$ cat src/rtl/pcie_rx_if.sv
// Bundles the RX AXI-stream beat bus and the decoded write/read/completion outputs of pcie_rx.
// master: the pcie_rx side. slave: the PCIe core / register-file side.
interface pcie_rx_if #(
  parameter int ADDR_W = 13
);
  logic [63:0]       rx_tdata;
  logic              rx_tvalid;
  logic              rx_tlast;
  logic              rx_tready;

  logic              wr_valid;
  logic [ADDR_W-1:0] wr_addr;
  logic [31:0]       wr_data;

  logic              rd_valid;
  logic              rd_ready;
  logic [ADDR_W-1:0] rd_addr;
  logic [23:0]       rd_rid_tag;
  logic [3:0]        rd_lower_addr;

  logic              cpl_valid;
  logic [63:0]       cpl_data;
  logic [7:0]        cpl_tag;
  logic [6:0]        cpl_addr;

  modport master (
    input  rx_tdata, rx_tvalid, rx_tlast, rd_ready,
    output rx_tready,
    output wr_valid, wr_addr, wr_data,
    output rd_valid, rd_addr, rd_rid_tag, rd_lower_addr,
    output cpl_valid, cpl_data, cpl_tag, cpl_addr
  );

  modport slave (
    output rx_tdata, rx_tvalid, rx_tlast, rd_ready,
    input  rx_tready,
    input  wr_valid, wr_addr, wr_data,
    input  rd_valid, rd_addr, rd_rid_tag, rd_lower_addr,
    input  cpl_valid, cpl_data, cpl_tag, cpl_addr
  );
endinterface

$ cat src/rtl/pcie_rx.sv
// PCIe RX TLP decoder: MWr (1 DW) -> register write, CplD -> realigned qwords, MRd -> pending read.
// MRd handling is present only when PCIE_RX_REGREAD_EN is defined; otherwise MRd TLPs are discarded.
module pcie_rx #(
  parameter int ADDR_W = 13
) (
  input logic       clock,
  input logic       reset_n,
  pcie_rx_if.master bus
);

  typedef enum logic [2:0] {HDR0, HDR1, HDR2, CPL_DATA, DISCARD} state_t;
  typedef enum logic [1:0] {K_MWR, K_MRD, K_CPLD} kind_t;

  function automatic logic [31:0] bswap(input logic [31:0] d);
    return {d[7:0], d[15:8], d[23:16], d[31:24]};
  endfunction

  state_t            state;
  kind_t             kind;
  logic              four_dw;
  logic [9:0]        len_q;
  logic [31:0]       hold;
  logic [9:0]        rem;
  logic [6:0]        cpl_next;
  logic [7:0]        tag_q;
  logic [ADDR_W-1:0] addr_q;

  logic [1:0] hdr_fmt;
  logic [4:0] hdr_type;
  logic [9:0] hdr_len;
  logic       is_mwr, is_mrd, is_cpld, beat;

  always_comb begin
    hdr_fmt  = bus.rx_tdata[30:29];
    hdr_type = bus.rx_tdata[28:24];
    hdr_len  = bus.rx_tdata[9:0];
    is_mwr   = (hdr_type == 5'b00000) && hdr_fmt[1] && (hdr_len == 10'd1);
    is_cpld  = (hdr_fmt == 2'b10) && (hdr_type == 5'b01010);
`ifdef PCIE_RX_REGREAD_EN
    is_mrd   = (hdr_type == 5'b00000) && !hdr_fmt[1] &&
               ((hdr_len == 10'd1) || (hdr_len == 10'd2));
`else
    is_mrd   = 1'b0;
`endif
    beat     = bus.rx_tvalid && bus.rx_tready;
  end

`ifdef PCIE_RX_REGREAD_EN
  logic [23:0] rid_q;
  assign bus.rx_tready = ~bus.rd_valid;
`else
  logic unused_rd_ready;
  assign unused_rd_ready   = bus.rd_ready;
  assign bus.rx_tready     = 1'b1;
  assign bus.rd_valid      = 1'b0;
  assign bus.rd_addr       = '0;
  assign bus.rd_rid_tag    = '0;
  assign bus.rd_lower_addr = '0;
`endif

  always_ff @(posedge clock or negedge reset_n) begin
    if (!reset_n) begin
      state         <= HDR0;
      kind          <= K_MWR;
      four_dw       <= 1'b0;
      len_q         <= '0;
      hold          <= '0;
      rem           <= '0;
      cpl_next      <= '0;
      tag_q         <= '0;
      addr_q        <= '0;
      bus.wr_valid  <= 1'b0;
      bus.wr_addr   <= '0;
      bus.wr_data   <= '0;
      bus.cpl_valid <= 1'b0;
      bus.cpl_data  <= '0;
      bus.cpl_tag   <= '0;
      bus.cpl_addr  <= '0;
`ifdef PCIE_RX_REGREAD_EN
      rid_q             <= '0;
      bus.rd_valid      <= 1'b0;
      bus.rd_addr       <= '0;
      bus.rd_rid_tag    <= '0;
      bus.rd_lower_addr <= '0;
`endif
    end else begin
      bus.wr_valid  <= 1'b0;
      bus.cpl_valid <= 1'b0;
`ifdef PCIE_RX_REGREAD_EN
      if (bus.rd_valid && bus.rd_ready) bus.rd_valid <= 1'b0;
`endif
      if (beat) begin
        case (state)
          HDR0: begin
            four_dw <= hdr_fmt[0];
            len_q   <= hdr_len;
`ifdef PCIE_RX_REGREAD_EN
            rid_q   <= bus.rx_tdata[63:40];
`endif
            if (is_cpld)     kind <= K_CPLD;
            else if (is_mrd) kind <= K_MRD;
            else             kind <= K_MWR;
            if (bus.rx_tlast)                   state <= HDR0;
            else if (is_mwr || is_mrd || is_cpld) state <= HDR1;
            else                                state <= DISCARD;
          end
          HDR1: begin
            case (kind)
              K_MWR: begin
                if (four_dw) begin
                  // 4DW write: payload arrives in the next beat, keep the address
                  addr_q <= bus.rx_tdata[ADDR_W+33:34];
                  state  <= bus.rx_tlast ? HDR0 : HDR2;
                end else begin
                  bus.wr_valid <= 1'b1;
                  bus.wr_addr  <= bus.rx_tdata[ADDR_W+1:2];
                  bus.wr_data  <= bswap(bus.rx_tdata[63:32]);
                  state        <= bus.rx_tlast ? HDR0 : DISCARD;
                end
              end
`ifdef PCIE_RX_REGREAD_EN
              K_MRD: begin
                bus.rd_valid      <= 1'b1;
                bus.rd_rid_tag    <= rid_q;
                bus.rd_addr       <= four_dw ? bus.rx_tdata[ADDR_W+33:34] : bus.rx_tdata[ADDR_W+1:2];
                bus.rd_lower_addr <= four_dw ? bus.rx_tdata[38:35] : bus.rx_tdata[6:3];
                state             <= bus.rx_tlast ? HDR0 : DISCARD;
              end
`endif
              K_CPLD: begin
                tag_q    <= bus.rx_tdata[15:8];
                cpl_next <= bus.rx_tdata[6:0];
                hold     <= bus.rx_tdata[63:32];
                // length field 0 encodes 1024 DW
                rem      <= (len_q == 10'd0) ? 10'd512 : {1'b0, len_q[9:1]};
                if (bus.rx_tlast)          state <= HDR0;
                else if (len_q == 10'd1)   state <= DISCARD;
                else                       state <= CPL_DATA;
              end
              default: state <= bus.rx_tlast ? HDR0 : DISCARD;
            endcase
          end
          HDR2: begin
            bus.wr_valid <= 1'b1;
            bus.wr_addr  <= addr_q;
            bus.wr_data  <= bswap(bus.rx_tdata[31:0]);
            state        <= bus.rx_tlast ? HDR0 : DISCARD;
          end
          CPL_DATA: begin
            if (rem != 10'd0) begin
              bus.cpl_valid <= 1'b1;
              bus.cpl_data  <= {bswap(bus.rx_tdata[31:0]), bswap(hold)};
              bus.cpl_tag   <= tag_q;
              bus.cpl_addr  <= cpl_next;
              cpl_next      <= cpl_next + 7'd8;
              rem           <= rem - 10'd1;
            end
            hold <= bus.rx_tdata[63:32];
            if (bus.rx_tlast)         state <= HDR0;
            else if (rem <= 10'd1)    state <= DISCARD;
          end
          DISCARD: begin
            if (bus.rx_tlast) state <= HDR0;
          end
          default: state <= HDR0;
        endcase
      end
    end
  end

endmodule

$ cat src/flat_wrapper.sv
// flat-port wrapper written by rule: the top's interface ports become plain ports
module pcie_rx_flat 
#(
  parameter int ADDR_W = 13
)
  (clock, reset_n, bus_rx_tdata, bus_rx_tvalid, bus_rx_tlast, bus_rd_ready, bus_rx_tready, bus_wr_valid, bus_wr_addr, bus_wr_data, bus_rd_valid, bus_rd_addr, bus_rd_rid_tag, bus_rd_lower_addr, bus_cpl_valid, bus_cpl_data, bus_cpl_tag, bus_cpl_addr);
  pcie_rx_if #(.ADDR_W(ADDR_W)) bus_i ();
  input logic clock;
  input logic reset_n;
  input wire logic [$bits(bus_i.rx_tdata)-1:0] bus_rx_tdata;
  input wire logic [$bits(bus_i.rx_tvalid)-1:0] bus_rx_tvalid;
  input wire logic [$bits(bus_i.rx_tlast)-1:0] bus_rx_tlast;
  input wire logic [$bits(bus_i.rd_ready)-1:0] bus_rd_ready;
  output wire logic [$bits(bus_i.rx_tready)-1:0] bus_rx_tready;
  output wire logic [$bits(bus_i.wr_valid)-1:0] bus_wr_valid;
  output wire logic [$bits(bus_i.wr_addr)-1:0] bus_wr_addr;
  output wire logic [$bits(bus_i.wr_data)-1:0] bus_wr_data;
  output wire logic [$bits(bus_i.rd_valid)-1:0] bus_rd_valid;
  output wire logic [$bits(bus_i.rd_addr)-1:0] bus_rd_addr;
  output wire logic [$bits(bus_i.rd_rid_tag)-1:0] bus_rd_rid_tag;
  output wire logic [$bits(bus_i.rd_lower_addr)-1:0] bus_rd_lower_addr;
  output wire logic [$bits(bus_i.cpl_valid)-1:0] bus_cpl_valid;
  output wire logic [$bits(bus_i.cpl_data)-1:0] bus_cpl_data;
  output wire logic [$bits(bus_i.cpl_tag)-1:0] bus_cpl_tag;
  output wire logic [$bits(bus_i.cpl_addr)-1:0] bus_cpl_addr;
  assign bus_i.rx_tdata = bus_rx_tdata;
  assign bus_i.rx_tvalid = bus_rx_tvalid;
  assign bus_i.rx_tlast = bus_rx_tlast;
  assign bus_i.rd_ready = bus_rd_ready;
  assign bus_rx_tready = bus_i.rx_tready;
  assign bus_wr_valid = bus_i.wr_valid;
  assign bus_wr_addr = bus_i.wr_addr;
  assign bus_wr_data = bus_i.wr_data;
  assign bus_rd_valid = bus_i.rd_valid;
  assign bus_rd_addr = bus_i.rd_addr;
  assign bus_rd_rid_tag = bus_i.rd_rid_tag;
  assign bus_rd_lower_addr = bus_i.rd_lower_addr;
  assign bus_cpl_valid = bus_i.cpl_valid;
  assign bus_cpl_data = bus_i.cpl_data;
  assign bus_cpl_tag = bus_i.cpl_tag;
  assign bus_cpl_addr = bus_i.cpl_addr;
  pcie_rx #(.ADDR_W(ADDR_W)) u_core (.clock(clock), .reset_n(reset_n), .bus(bus_i));
endmodule
$ cat config.mk
export PLATFORM = sky130hd
export DESIGN_NAME = pcie_rx_flat
export DESIGN_NICKNAME = d
export VERILOG_FILES = /design/src/rtl/pcie_rx_if.sv /design/src/rtl/pcie_rx.sv /design/src/flat_wrapper.sv
export SDC_FILE = /design/constraint.sdc
export NUM_CORES = 1
export LEC_CHECK = 0
export BUFFER_PORTS_ARGS = -buffer_cell sky130_fd_sc_hd__buf_2
export CAP_MARGIN = 30
export CORE_MARGIN = 4
export CORE_UTILIZATION = 35
export CTS_CLUSTER_DIAMETER = 60
export DETAILED_ROUTE_END_ITERATION = 8
export PLACE_DENSITY = 0.59
export SYNTH_ARGS = -nofsm -noshare
export SYNTH_HDL_FRONTEND = slang
export SYNTH_SLANG_ARGS = --single-unit
$ cat constraint.sdc
create_clock -name clock -period 3.5 [get_ports clock]
set_input_delay 0.35 -clock clock [delete_from_list [all_inputs] [get_ports clock]]
set_output_delay 0.35 -clock clock [all_outputs]
set_load 0.02 [all_outputs]
==> summary.txt, run 1 <==
Place
  – Global placement routability congestion: around 0.8
  – Detailed placer's ending HPWL: between 15,000 and 20,000 um
  – Buffers on Ports: 193
  – Post-place instance area: about 10,000 sq um

GRT
  – Via count of the first global-routing pass: 6,610
  – Sum of overflow across all layers after global routing: 0
  – Initial antenna violation count: 0
  – Wire length of the first global-routing pass: 37,700 um
  – Global-route total usage across every layer: between 15 and 20%
  – Maximum number of pins on one net before global-route repair: between 90 and 100

STA
  – Final min period: roughly 2.2 ns
  – Top achievable clock speed: between 400 and 500 MHz
  – Number of setup violations in the final report: 0
  – Worst Max-Slew Pin Slew: around 0.95 ns
  – RSZ-0062 raised after global routing: false
  – Setup_tns: 0 ns
  – Final worst path period share: between 60 and 70%
  – Worst hold slack after final layout: 0.0297 ns
  – Worst rel slew slack: a little over a third
  – Max Transition Viols Final: 0
  – Hold Violations, Final: 0
  – Worst clock skew: between 0.015 and 0.02 ns

Die
  – Die W: between 150 and 200 um
  – Total number of placement rows: 59
  – I/O pin cnt: between 200 and 250
  – Area of the placeable core: 26,000 sq um
  – Die area: 28,900 sq um
  – Starting density of the core: ~35%
  – Floorplan die height: between 150 and 200 um

Clock tree
  – Clock-pin slew of the registers on the worst-case setup and hold paths: 0.06 ns
  – CTS root buf: sky130_fd_sc_hd__clkbuf_16
  – Worst skew pair latency: around 0.54 ns
  – Clock buffers created by TritonCTS: 28
  – CTS Sinks: 211
  – Max Buffers Root-to-Sink: 3
  – TritonCTS clock tree: built
  – H-tree lvl count: 1
  – Post-CTS repair timing setup buffer count: 0

Logic synthesis
  – Sequential element share of the synthesized area: approximately 57%
  – Post-synth EDFFs: 0
  – Average cell area after synthesis: roughly 12 sq um
  – Dominant register cell in the synthesized netlist: sky130_fd_sc_hd__dfrtp_1
  – Synth area leaders: sky130_fd_sc_hd__dfrtp_1 (57%), sky130_fd_sc_hd__mux2_2 (12%), sky130_fd_sc_hd__nand2_1 (6.3%)
  – Share of Yosys cell area claimed by the top area cell type: between 50% and 60%
  – Top-count cell post-synth: sky130_fd_sc_hd__dfrtp_1
  – Most instantiated cells after synthesis: sky130_fd_sc_hd__dfrtp_1 (211), sky130_fd_sc_hd__nand2_1 (155), sky130_fd_sc_hd__mux2_2 (96)
  – Unique masters post-synth: 50
  – Cell count after synthesis: 783
  – Synth Cell Area: between 9000 and 10,000 sq um
  – Warnings, synthesis: 0
  – FFs w/ async S/R, synth: 100%
  – Library cell with the largest summed area after synthesis: sky130_fd_sc_hd__dfrtp_1
  – Seq cells post-synth: about 210

Drt
  – Starting DRT DRC Count: 401
  – Detailed-router iteration count before antenna repair: 4
  – Number of vias in the routed layout: ~6,400
  – DRC: 0
  – Post-route ant nets: 0
  – Final routed wire length divided by cell count: 17.8 um
  – Via density per instance: a little under 5
  – Total wirelength of the detailed-routed design: ~24,000 um

Setup path
  – Worst-case reg-to-reg path depth: 5
  – Worst R2R End: u_core.bus.cpl_data[16]
  – Data required time at the worst endpoint: between 3 and 4 ns
  – Critical path launch point type: flip-flop
  – Flop2flop setup slack: 1.26 ns
  – Worst Setup Path Type: flip-flop to flip-flop
  – R2R Path Start: u_core.rem[5]
  – Highest fanout seen on the critical path: 80
  – Arrival time worst endpoint: around 2.7 ns
  – Capturing element type of the critical path: flip-flop

Finish
  – Post-Layout Inst Area: approximately 11,000 sq um
  – Net total in the final layout: approximately 1,100
  – Synthesis-to-layout area growth: 23.9%
  – Share of cells above drive strength 1: 36.1%
  – Antenna cell count: 0

Min path
  – Worst min-delay path class: input port to flip-flop
  – Worst min-delay path startpoint: bus_rx_tdata[47]
  – Min-Delay Endpoint: u_core.hold[15]
  – Depth of the worst hold-timing path: 3

Run
  – Maximum capacitance violations: 0

Status
  – Run status: finished, final reports clean

Power and ir drop
  – Worst-case vdd ir drop: around 0.33 mV
  – Reported leakage power: around 5.9 nW
  – Power per cell area: about 550 nW/um^2
cell type report:
| cell class | count | area (sq um) |
|---|---|---|
| clock buffers | 41 | 810 |
| clock inverters | 11 | 144 |
| fillers | 2529 | 14600 |
| inverters | 9 | 33.8 |
| multi-input cells | 520 | 3520 |
| flip-flops and latches | 211 | 5280 |
| well taps | 335 | 419 |
| repair buffers | 213 | 1180 |
worst max-delay path by stage:
stage               startpoint                       to  slack (ns)
3_3_place_gp   u_core.state[1]            u_core.rem[2]        1.12
3_5_place_dp   u_core.state[1]            u_core.rem[2]        1.07
6_report         u_core.rem[5]  u_core.bus.cpl_data[16]        1.26
5_1_grt          u_core.rem[4]            u_core.rem[4]        1.11
2_1_floorplan  u_core.state[1]          u_core.state[0]        1.73
4_1_cts        u_core.state[1]            u_core.rem[2]        1.07
flip-flops by register name, indices dropped and copies added (netlist names), 10 cells and up:
| register | count |
|---|---|
| u_core.rem | 10 |
| u_core.bus.wr_data | 32 |
| u_core.bus.wr_addr | 13 |
| u_core.len_q | 10 |
| u_core.addr_q | 13 |
| u_core.hold | 32 |
| u_core.bus.cpl_data | 64 |
power breakdown:
group | internal, mW | switching, mW
sequential | 2.61 | 0.124
combinational | 0.250 | 0.414
clock | 1.77 | 1.10
layer usage:
metal  track usage (%)  vias up  wire length (um)
li1                  -     3024                 -
met3              4.20       43              2000
met4              4.76        0               543
met2              25.9      219             11000
met5                 0        -                 0
met1              22.0     3148             10400
through the flow:
step                      utilization (%)  cells  worst slack, ns  total power, mW
final                                43.8   1340             1.26             6.27
after global routing                 43.8   1340             1.11             6.56
after CTS                            43.7   1338             1.07             6.36
after detailed placement             39.8   1281             1.07             3.43
after global placement               39.8   1281             1.12             3.42
after floorplan                         -    824             1.73             3.18
kinds of logic after synthesis:
family	Yosys count	share of synthesized area (%)
buffers and inverters	93	6.22
and+or+nand+nor	216	10.6
DFF	211	57.4
AOI/OAI and AO/OA	96	6.05
muxes	161	19.1
adders and majority gates	4	0.544
other	2	0.0817
critical path: stages (launching register included):
cell and delay, ns:
sky130_fd_sc_hd__dfrtp_1 0.40, sky130_fd_sc_hd__nor3_1 0.39, sky130_fd_sc_hd__nand4_1 0.31, sky130_fd_sc_hd__nand3_4 0.18, sky130_fd_sc_hd__buf_12 0.39, sky130_fd_sc_hd__mux2_2 0.39
placed cells by master (no fill, tap or decap), types with 3 or more instances in the layout:
cell	synthesis	layout
sky130_fd_sc_hd__nor4b_1	3	3
sky130_fd_sc_hd__o21ai_1	17	17
sky130_fd_sc_hd__nor3_2	3	4
sky130_fd_sc_hd__mux2_1	19	19
sky130_fd_sc_hd__dfrtp_1	211	211
sky130_fd_sc_hd__nor4_1	7	7
sky130_fd_sc_hd__ha_1	4	4
sky130_fd_sc_hd__inv_8	0	3
sky130_fd_sc_hd__clkbuf_16	0	28
sky130_fd_sc_hd__nand3_1	11	11
sky130_fd_sc_hd__nand2_1	155	155
sky130_fd_sc_hd__nor3_1	5	4
sky130_fd_sc_hd__inv_1	9	9
sky130_fd_sc_hd__nand4_1	5	5
sky130_fd_sc_hd__mux2i_1	46	46
sky130_fd_sc_hd__buf_12	0	3
sky130_fd_sc_hd__nand2b_1	3	3
sky130_fd_sc_hd__mux2_2	96	96
sky130_fd_sc_hd__clkbuf_8	0	7
sky130_fd_sc_hd__o21ai_0	46	46
sky130_fd_sc_hd__o22ai_1	3	3
sky130_fd_sc_hd__nor2_1	11	11
sky130_fd_sc_hd__dlygate4sd3_1	0	5
sky130_fd_sc_hd__buf_2	9	192
sky130_fd_sc_hd__conb_1	2	43
sky130_fd_sc_hd__a21oi_1	10	10
sky130_fd_sc_hd__buf_4	54	11
sky130_fd_sc_hd__clkbuf_1	19	7
timing repair:
item,in CTS,in global routing
setup endpoints to repair,0,0
resized for setup,0,0
hold endpoints to repair,90,0
hold buffers,5,0
Note: power is estimated with default switching activity, not from simulation.
==> run 2, diff against run 1 <==
==> constraint.sdc (replaced) <==
create_clock -name clock -period 2.15 [get_ports clock]
set_input_delay 0.215 -clock clock [delete_from_list [all_inputs] [get_ports clock]]
set_output_delay 0.215 -clock clock [all_outputs]
set_load 0.02 [all_outputs]
==> run 2 against run 1 <==
Effect of this change:
- via count up 3.9%
- largest cell class unchanged
- register-to-register slack lost 1.1 ns
- first-iteration DRC count down 2.7%
- combinational power increased by 78%
- highest routed layer unchanged
==> summary.txt, run 2 (synthesis results as in run 1) <==
Status
  – Run status: finished, final reports clean

Place
  – Buffers on Ports: 193
  – Inst Count DP: 1,295
  – Post-place instance area: 10,500 sq um
  – Global placement routability congestion: about 0.83
  – Detailed placer's ending HPWL: around 17,000 um

Finish
  – Most flop-heavy register: u_core.bus.cpl_data
  – Commonest non-fill, non-tap cells in the layout: sky130_fd_sc_hd__dfrtp_1 (211), sky130_fd_sc_hd__buf_2 (192), sky130_fd_sc_hd__nand2_1 (155)
  – Post-Layout Inst Area: 11,900 sq um
  – Share of cells above drive strength 1: 35.3%
  – Most common cell after layout, fill and taps aside: sky130_fd_sc_hd__dfrtp_1
  – Antenna cell count: 0
  – Synthesis-to-layout area growth: 29.6%
  – Leading registers by flop count: u_core.bus.cpl_data (64), u_core.bus.wr_data (32), u_core.hold (32)
  – Max reg flops: between 60 and 70
  – Net total in the final layout: around 1,100
  – Number of standard cells in the layout, taps in and fillers out: approximately 1,400

Setup path
  – Cell with the largest stage delay on the worst path: sky130_fd_sc_hd__dfrtp_1
  – Worst-path cell chain: inv_1 -> ha_1 -> nand4_1 -> nand3_4 -> buf_12 -> mux2_2
  – R2R Path Start: u_core.rem[0]
  – Critical path launch point type: flip-flop
  – Capturing element type of the critical path: flip-flop
  – Highest fanout seen on the critical path: 42
  – Critical path origin: u_core.rem[0]
  – Worst Setup Path Type: flip-flop to flip-flop
  – Arrival time worst endpoint: 2.40 ns
  – Data required time at the worst endpoint: between 2 and 3 ns
  – CP max stage delay: 0.42 ns

Die
  – Floorplan die height: roughly 170 um
  – Area of the placeable core: between 20,000 and 30,000 sq um
  – Starting density of the core: a little over a third
  – Total number of placement rows: 59
  – I/O pin cnt: 238
  – Die W: 170 um
  – Die area: 28,900 sq um

Min path
  – Worst min-delay path startpoint: bus_rx_tdata[12]
  – Worst min-delay path class: input port to flip-flop

GRT
  – Via count of the first global-routing pass: about 7,000
  – Maximum number of pins on one net before global-route repair: between 90 and 100
  – Global-route total usage across every layer: between 10% and 20%
  – Sum of overflow across all layers after global routing: 0
  – Initial antenna violation count: 0
  – Wire length of the first global-routing pass: just under 40,000 um

STA
  – Worst hold slack after final layout: 0.0274 ns
  – Final worst path period share: between 90 and 100%
  – Worst clock skew: around 0.016 ns
  – Worst rel slew slack: 60.2%
  – Final min period: 2.00 ns
  – Max Transition Viols Final: 0
  – Hold Violations, Final: 0
  – Worst Max-Slew Pin Slew: 0.597 ns
  – Setup_tns: 0 ns
  – Top achievable clock speed: 499 MHz
  – Number of setup violations in the final report: 0
  – RSZ-0062 raised after global routing: false

Drt
  – Final routed wire length divided by cell count: between 15 and 20 um
  – Detailed-router iteration count before antenna repair: 4
  – Number of vias in the routed layout: between 6,000 and 7,000
  – Starting DRT DRC Count: between 300 and 400
  – Via density per instance: approximately 4.8
  – Post-route ant nets: 0
  – DRC: 0
  – Total wirelength of the detailed-routed design: about 25,000 um

Power and ir drop
  – Worst-case vdd ir drop: between 0.5 and 0.6 mV
  – Power per cell area: approximately 840 nW/um^2
  – Total design power: around 10 mW
  – Reported leakage power: 6.17 nW

Clock tree
  – Clock buffers created by TritonCTS: 26
  – Max Buffers Root-to-Sink: 3
  – TritonCTS clock tree: built
  – CTS root buf: sky130_fd_sc_hd__clkbuf_16
  – Clock-pin slew of the registers on the worst-case setup and hold paths: ~0.06 ns
  – Worst skew pair latency: approximately 0.53 ns
  – H-tree lvl count: 1
  – CTS Sinks: 211

Run
  – Maximum capacitance violations: 0
## run 2: changes by cell type in the layout (fill, tap and decap cells not counted), sizes merged
cell         change
dlygate4sd3     +47
clkinv           +3
bufinv           -1
buf             +13
a21o             +1
clkbuf           -6
inv              -1
## run 2: worst max-delay path, delay by kind of cell (launching register included)
family | cells | cell delay [ns]
buffers and inverters | 2 | 0.43
and+or+nand+nor | 2 | 0.42
DFF | 1 | 0.42
muxes | 1 | 0.38
adders and majority gates | 1 | 0.21
## run 2: what timing repair did
item / in CTS / in global routing
setup endpoints to repair: 0 / 3
hold buffers: 52 / 0
setup buffers: 0 / 0
gates resized for setup: 0 / 1
endpoints found under the hold margin: 148 / 0
## run 2: layout make-up
| class | count | area (sq um) |
|---|---|---|
| Fill cell | 2401 | 14100 |
| Sequential cell | 211 | 5280 |
| Multi-Input combinational cell | 521 | 3540 |
| Timing Repair Buffer | 272 | 1770 |
| Clock buffer | 36 | 759 |
| Tap cell | 335 | 419 |
| Clock inverter | 12 | 111 |
| Inverter | 9 | 33.8 |
## run 2: power by group
part | internal [mW] | total (mW) | switching [mW]
logic | 0.481 | 1.18 | 0.697
clock network | 2.61 | 4.35 | 1.74
registers | 4.24 | 4.44 | 0.194
total | 7.33 | 9.97 | 2.63
## run 2: path summary, 6_finish.rpt
check | slack, ns | cells after the start | endpoint
setup / recovery | 0.15 | 6 | u_core.bus.cpl_data[11]
hold / removal | 0.03 | 2 | u_core.tag_q[4]
setup reg to reg | 0.15 | 6 | u_core.bus.cpl_data[11]
hold reg to reg | 0.47 | 2 | u_core.hold[27]
max in group asynchronous | 1.21 | 3 | u_core.hold[6]
min in group asynchronous | 0.25 | 2 | u_core.bus.cpl_data[10]
## run 2: per-layer routing
metal / wire length [um] / share of wire (%) / global-route usage, %
met5: 0 / 0 / 0
met2: 11800 / 46 / 27.8
met3: 1990 / 7.8 / 4.25
met1: 11100 / 44 / 22.5
met4: 509 / 2.0 / 3.92
## run 2: stage by stage
stage          util, %  setup slack [ns]
2_1_floorplan        -             0.377
5_1_grt           45.9            0.0726
4_1_cts           45.8             0.119
3_3_place_gp      40.4             0.185
3_5_place_dp      40.4             0.151
6_report          45.9             0.147
